<file path="config.mk">
export PLATFORM = sky130hd
export DESIGN_NAME = writeback_stage
export DESIGN_NICKNAME = d
export VERILOG_FILES = /design/src/rtl/writeback_stage.sv
export SDC_FILE = /design/constraint.sdc
export NUM_CORES = 1
export LEC_CHECK = 0
export ABC_AREA = 1
export CAP_MARGIN = 30
export CORE_ASPECT_RATIO = 2
export CORE_MARGIN = 1.5
export CORE_UTILIZATION = 45
export CTS_CLUSTER_SIZE = 16
export DETAILED_ROUTE_END_ITERATION = 16
export PLACE_DENSITY = 0.78
export SLEW_MARGIN = 20
export SYNTH_ARGS = -nofsm -noshare
export SYNTH_HDL_FRONTEND = slang
export SYNTH_SLANG_ARGS = --single-unit
</file>
<file path="constraint.sdc">
create_clock -name clk -period 2.8 [get_ports clk]
set_clock_uncertainty 0.1 [all_clocks]
set_input_delay 0.42 -clock clk [delete_from_list [all_inputs] [get_ports clk]]
set_output_delay 0.42 -clock clk [all_outputs]
set_load 0.01 [all_outputs]
</file>
<file path="src/rtl/writeback_stage.sv">
`timescale 1ns/1ps
// writeback_stage: final pipeline stage. Owns the single register-file write
// port and merges single-cycle ALU results with load responses. Loads are
// byte/half extracted on entry and buffered in a small in-order queue.
// The queue head has priority only when the queue is full; otherwise the ALU wins.
// Writes to x0 are consumed but never drive rf_we.
// Lane extraction assumes XLEN >= 32.
module writeback_stage #(
    parameter int XLEN     = 32,
    parameter int LQ_DEPTH = 2
) (
    input  logic            clk,
    input  logic            rst_n,
    input  logic            alu_valid,
    output logic            alu_ready,
    input  logic [4:0]      alu_rd,
    input  logic [XLEN-1:0] alu_data,
    input  logic            ld_valid,
    output logic            ld_ready,
    input  logic [4:0]      ld_rd,
    input  logic [XLEN-1:0] ld_data,
    input  logic [1:0]      ld_size,
    input  logic            ld_unsigned,
    input  logic [1:0]      ld_offset,
    output logic            rf_we,
    output logic [4:0]      rf_waddr,
    output logic [XLEN-1:0] rf_wdata,
    output logic            ld_pending
);
    localparam int PW = $clog2(LQ_DEPTH);
    localparam int CW = $clog2(LQ_DEPTH + 1);
    localparam logic [CW-1:0] FULL_CNT = CW'(LQ_DEPTH);

    logic [CW-1:0]   count;
    logic [PW-1:0]   head;
    logic [PW-1:0]   tail;
    logic [4:0]      lq_rd   [LQ_DEPTH];
    logic [XLEN-1:0] lq_data [LQ_DEPTH];

    logic            full;
    logic            empty;
    logic            enq;
    logic            deq;
    logic            win;
    logic [4:0]      win_rd;
    logic [XLEN-1:0] win_data;
    logic [7:0]      ld_byte;
    logic [15:0]     ld_half;
    logic [XLEN-1:0] ld_ext;

    assign full       = (count == FULL_CNT);
    assign empty      = (count == '0);
    assign ld_ready   = !full;
    // No same-cycle dequeue credit: a full queue stalls the ALU as well.
    assign alu_ready  = !full;
    assign ld_pending = !empty;
    assign enq        = ld_valid && ld_ready;

    // Select the addressed lane and sign/zero extend before the load is queued.
    always_comb begin
        ld_byte = 8'd0;
        ld_half = 16'd0;
        ld_ext  = '0;
        case (ld_offset)
            2'd0:    ld_byte = ld_data[7:0];
            2'd1:    ld_byte = ld_data[15:8];
            2'd2:    ld_byte = ld_data[23:16];
            default: ld_byte = ld_data[31:24];
        endcase
        ld_half = ld_offset[1] ? ld_data[31:16] : ld_data[15:0];
        case (ld_size)
            2'd0:    ld_ext = {{(XLEN-8){~ld_unsigned & ld_byte[7]}}, ld_byte};
            2'd1:    ld_ext = {{(XLEN-16){~ld_unsigned & ld_half[15]}}, ld_half};
            default: ld_ext = ld_data;
        endcase
    end

    // Pick one writer per cycle: full queue, then ALU, then any queued load.
    always_comb begin
        win      = 1'b0;
        deq      = 1'b0;
        win_rd   = 5'd0;
        win_data = '0;
        if (full) begin
            win      = 1'b1;
            deq      = 1'b1;
            win_rd   = lq_rd[head];
            win_data = lq_data[head];
        end else if (alu_valid) begin
            win      = 1'b1;
            win_rd   = alu_rd;
            win_data = alu_data;
        end else if (!empty) begin
            win      = 1'b1;
            deq      = 1'b1;
            win_rd   = lq_rd[head];
            win_data = lq_data[head];
        end
    end

    // Queue payload storage; contents are don't-care while the slot is empty.
    always_ff @(posedge clk) begin
        if (enq) begin
            lq_rd[tail]   <= ld_rd;
            lq_data[tail] <= ld_ext;
        end
    end

    // Queue pointers and occupancy; power-of-two depth lets pointers wrap naturally.
    always_ff @(posedge clk or negedge rst_n) begin
        if (!rst_n) begin
            count <= '0;
            head  <= '0;
            tail  <= '0;
        end else begin
            if (enq) tail <= tail + PW'(1);
            if (deq) head <= head + PW'(1);
            case ({enq, deq})
                2'b10:   count <= count + CW'(1);
                2'b01:   count <= count - CW'(1);
                default: count <= count;
            endcase
        end
    end

    // Registered write port; address/data hold when nobody wins.
    always_ff @(posedge clk or negedge rst_n) begin
        if (!rst_n) begin
            rf_we    <= 1'b0;
            rf_waddr <= 5'd0;
            rf_wdata <= '0;
        end else begin
            rf_we <= win && (win_rd != 5'd0);
            if (win) begin
                rf_waddr <= win_rd;
                rf_wdata <= win_data;
            end
        end
    end
endmodule

</file>
After elaboration in Yosys (flattened, before gate mapping)
Memories as Yosys holds them, arrays and structs flattened.
Index checks and enable logic that the tools add are counted.
{"block": "totals", "ram_bits": 74, "out_inout_bits": 41, "n_memories": 2, "inputBits": 83, "regBits": 42}
{"block": "classes", "addsub": 4, "bitwise_logic": 3, "n_eq_ne": 6, "n_mux": 17, "n_reduce_logical": 9}
{"name": "lq_data", "depth": 2, "width": 32, "rd": 1, "rd_clocked_by_memory_dff": 0, "wr": 1, "line_no": "38", "source": "logic [XLEN-1:0] lq_data [LQ_DEPTH];"}
{"name": "lq_rd", "depth": 2, "width": 5, "rd": 1, "rd_clocked_by_memory_dff": 0, "wr": 1, "line_no": "37", "source": "logic [4:0] lq_rd [LQ_DEPTH];"}
{"cell": "$mux W32", "n": 3}
{"cell": "$pmux W32 S2", "n": 1}
{"cell": "$pmux W8 S3", "n": 1}
{"cell": "$mux W16", "n": 1}
{"cell": "$mux W5", "n": 3}
{"cell": "$mux W1", "n": 7}
{"cell": "$eq A2 B1 Y1 const B", "n": 3}
{"cell": "$eq A2 B2 Y1 const B", "n": 3}
{"cell": "$logic_not A2 Y1", "n": 3}
{"cell": "$reduce_bool A5 Y1", "n": 1}
{"cell": "$pmux W2 S2", "n": 1}
{"cell": "$add A1 B1 Y1 const B", "n": 2}
{"cell": "$add A2 B1 Y2 const B", "n": 1}
{"cell": "$and A1 B1 Y1", "n": 2}
{"cell": "$logic_and A1 B1 Y1", "n": 2}
{"cell": "$logic_not A1 Y1", "n": 2}
{"cell": "$reduce_bool A2 Y1", "n": 1}
{"cell": "$sub A2 B1 Y2 const B", "n": 1}
{"cell": "$not A1 Y1", "n": 1}

Logic depth before layout (Yosys ltp)
{"block": "logic_depth", "word_depth": 6, "ltp_mapped": 9}

Worst setup path before layout
Ideal clock, no wire load.
{"block": "synth_path", "kind": "register to register", "startpoint": "register count[0]", "endpoint": "memory lq_data[1][0] (enable)", "path_stages_with_launch": 5, "slack_ns": -0.052, "n_path_buf": 0, "setup_time_ns": 0.433, "period_less_slack_ns": 2.852, "t_arrival_ns": 2.319, "t_required_ns": 2.267, "path_cell_list": "dfrtp_1 -> inv_2 -> nand2_4 -> nand2_1 -> nor2_1"}
{"block": "synth_between", "elab_chain_len": 5}
{"element": "from (decl)", "line_no": "34", "source": "logic [CW-1:0] count;"}
{"element": "from (signal assigned)", "line_no": "119", "source": "2'b10: count <= count + CW'(1);"}
{"element": "from (signal assigned)", "line_no": "120", "source": "2'b01: count <= count - CW'(1);"}
{"element": "from (signal assigned)", "line_no": "121", "source": "default: count <= count;"}
{"element": "$eq A2 B2 Y1", "line_no": "51", "source": "assign full = (count == FULL_CNT);"}
{"element": "$logic_not A1 Y1"}
{"element": "net alu_ready", "line_no": "15", "source": "output logic alu_ready,"}
{"element": "$logic_and A1 B1 Y1", "line_no": "57", "source": "assign enq = ld_valid && ld_ready;"}
{"element": "$mux W1", "line_no": "103", "source": "if (enq) begin"}
{"element": "$mux W1 (not written as such)", "line_no": "105", "source": "lq_data[tail] <= ld_ext;"}
{"element": "to (decl)", "line_no": "38"}
The timed path passes the listed nets, and every way through them passes these cells.

Final worst setup path
{"block": "layout_path", "startpoint": "register count[0]", "endpoint": "output port ld_ready"}
{"block": "layout_between", "elab_chain_len": 2}
{"element": "$eq A2 B2 Y1", "line_no": "51"}
{"element": "$logic_not A1 Y1", "line_no": "53", "source": "assign ld_ready = !full;"}
{"element": "to (decl)", "line_no": "19", "source": "output logic ld_ready,"}
No other way between the ends.

==> impl_metrics.sql <==
INSERT INTO impl_metrics (metric_group, metric, value, unit) VALUES
('die', 'ioPinCount', '124', ''),
('die', 'rows', '56', ''),
('power', 'clkPwrFrac', '29.6', '%'),
('yosys', 'ys_seq_elements', '116', ''),
('timing', 'report.final.hold_viol_count', '0', ''),
('worst_setup_path', 'worst_path_arrival', '1.67', 'ns'),
('detailed_routing', 'firstDrtPassIters', '5', ''),
('detailed_routing', 'antenna_violating_nets_post_route', '0', ''),
('status', 'status', 'complete, no violations', ''),
('finish', 'layoutNonFillerInstCount', '834', ''),
('timing', 'grt_setup_unrepaired', 'no', ''),
('yosys', 'post_synth_instance_area', '5350', 'sq um'),
('die', 'placeableCoreArea', '11600', 'sq um'),
('die', 'chipHeight', '157', 'microns'),
('detailed_routing', 'avgViaCountPerCell', '5.46', ''),
('yosys', 'synthesis.yosys.warnings', '0', ''),
('global_route', 'grt_start_max_net_pins', '43', ''),
('die', 'die_width', '80.1', 'microns'),
('power', 'p_sw_share', '32.6', '%'),
('global_route', 'grt_first_pass_wirelength', '23400', 'microns'),
('global_route', 'number_of_global_route_vias_before_repair', '4685', ''),
('worst_setup_path', 'cp-start-kind', 'flop', ''),
('clock_network', 'worst_skew_pair.late_latency', '0.41', 'ns'),
('yosys', 'proportion_of_synthesized_chip_area_in_sequential_cells', '61.2', '%'),
('place', 'placed_cell_area', '6670', 'sq um'),
('finish', 'num_antenna_cells', '0', ''),
('clock_network', 'ctsResizeCount', '0', ''),
('power', 'seqPwrFrac', '35.8', '%'),
('die', 'initial_utilization', '46.0', '%'),
('yosys', 'synth_top_area_cell', 'edfxtp_1', ''),
('finish', 'layout-drive-gt1-share', '9.14', '%'),
('timing', 'setup-violations-final', '0', ''),
('finish', 'layout_commonest_cell', 'nand2_1', ''),
('timing', 'max_slew.worst_pin.slew', '0.809', 'ns'),
('timing', 'period_needed', '2.19', 'ns'),
('place', 'place.gp.congestion', '0.947', ''),
('worst_setup_path', 'critical_path_required', '2.28', 'ns'),
('power', 'power_report.internal_total', '5.12', 'mW'),
('detailed_routing', 'route.final.wire_length', '14800', 'microns'),
('clock_network', 'clock_pin_slew_of_the_registers_on_the_worst_case_setup_and_hold_paths', '0.05', 'ns'),
('detailed_routing', 'vias', '4556', ''),
('timing', 'max_slew_margin', '45.6', '%'),
('yosys', 'postSynthAreaPerCell', '9.57', 'sq um'),
('yosys', 'post_synth_inst_count', '559', ''),
('worst_setup_path', 'timing.setup.critical_path_class', 'reg -> out', ''),
('global_route', 'number_of_antenna_violations_at_the_first_check_in_global_routing', '0', ''),
('finish', 'design.final.nets', '760', ''),
('timing', 'min_period_over_period', '78.1', '%'),
('finish', 'finish.instance_area', '7340', 'sq um'),
('global_route', 'grt_usage', '24.8', '%'),
('power', 'design_power_total', '7.60', 'mW'),
('place', 'post-dp-hpwl', '10300', 'microns'),
('finish', 'area.growth.synth_to_final', '37.2', '%'),
('detailed_routing', 'drc', '0', ''),
('detailed_routing', 'wire_per_inst', '17.8', 'microns'),
('global_route', 'remaining_global_route_overflow', '0', ''),
('timing', 'fmax', '0.457', 'GHz'),
('power', 'power_per_cell_area', '1030', 'nW/um^2'),
('yosys', 'netlist_top_cells_area', 'edfxtp_1 42%, dfrtp_1 20%, nand2_1 12%, nand3_1 6.5%, and3_1 3.7%', ''),
('yosys', 'netlist-cell-type-count', '28', ''),
('power', 'vdd_ir_drop_max', '0.591', 'mV'),
('place', 'buffer_ports.inserted', '123', ''),
('clock_network', 'numCtsBuffers', '17', ''),
('worst_setup_path', 'cp_max_fo', '11', ''),
('worst_setup_path', 'rrSetupSlack', '0.86', 'ns'),
('finish', 'most-common-layout-cells', '172 x nand2_1, 122 x clkdlybuf4s50_1, 74 x edfxtp_1', ''),
('run', 'maxCapViolations', '0', ''),
('die', 'die_area', '12600', 'sq um'),
('clock_network', 'clock_tree.buffer_depth', '2', ''),
('worst_hold_path', 'kind_of_path_behind_the_tightest_hold_check', 'in -> async', ''),
('worst_setup_path', 'worst_setup_path_end_kind', 'primary output', '');
[kinds of logic after synthesis]
| group | count (synthesis) | share of synthesized area [%] |
|---|---|---|
| xor+xnor | 3 | 0.491 |
| simple gates | 295 | 24.9 |
| buf+inv | 58 | 4.75 |
| compound gates | 86 | 8.49 |
| flops | 116 | 61.2 |
| fa+ha+maj | 1 | 0.234 |
[metrics by stage]
step	utilization (%)	worst slack, ns
2_1_floorplan	-	0.555
3_3_place_gp	57.4	0.385
3_5_place_dp	57.4	0.322
4_1_cts	62.9	0.604
5_1_grt	63.1	0.545
6_report	63.1	0.614
[worst max-delay path: stages (launching register included)]
cell             delay [ns]
dfrtp_1                0.48
inv_2                  0.07
nand2_4                0.15
clkdlybuf4s50_1        0.56
[layout make-up]
class	count	area, sq um	share of cell area (%)
Tap cell	145	181	2.47
Clock inverter	6	55.1	0.750
Timing Repair Buffer	134	1320	18.0
Sequential cell	116	3270	44.6
Multi-Input combinational cell	385	1840	25.1
Clock buffer	26	584	7.96
Inverter	22	82.6	1.12
[repair_timing]
item,CTS,global route
hold buffers,0,1
setup buffers,0,0
endpoints found under the hold margin,0,10
[flip-flops by register name, indices dropped and copies added (netlist names)]
signal and flops:
lq_data 64, rf_wdata 32, count 2, lq_rd 10, tail 1, rf_we 1, rf_waddr 5, head 1
[layer usage]
layer | up-vias | wire [microns] | global-route usage (%)
li1 | 2153 | - | -
met1 | 2185 | 5080 | 25.9
met2 | 180 | 8480 | 46.0
met3 | 38 | 702 | 4.93
met4 | 0 | 556 | 11.7
met5 | - | 0 | 0
[worst paths after layout]
path                                    from              to  cells past startpoint
worst min-delay path                   rst_n           rf_we                      2
worst max-delay path                count[0]        ld_ready                      3
worst max register to register      count[0]  lq_data[0][10]                      5
max in group asynchronous              rst_n    rf_wdata[23]                      3
min in group clk                rf_wdata[21]    rf_wdata[21]                      2
worst min register to register  rf_wdata[21]    rf_wdata[21]                      2
[cells in the mapped netlist]
cell type	n
nand2_2	2
clkbuf_1	14
o211ai_1	7
and3_1	32
edfxtp_1	74
nor2_1	6
buf_2	17
or2_2	7
nand2_4	2
inv_2	4
ha_1	1
dfrtp_1	42
buf_1	1
o21ai_0	14
nor3_1	1
a21oi_1	34
nand2_1	172
buf_4	4
or2_0	1
a21oi_2	1
nand4_2	1
inv_1	18
nand3_1	70
xor2_1	1
xnor2_1	2
a22oi_1	1
nand3_2	1
o21ai_1	29
[power by group through the flow]
stage,clock (mW),sequential [mW],combinational [mW]
floorplan,0,2.83,1.33
global placement,0,2.72,2.54
detailed placement,0,2.74,2.60
CTS,2.26,2.72,2.64
global route,2.35,2.77,2.89
finish,2.25,2.72,2.63
(Power assumes the default switching activity.)
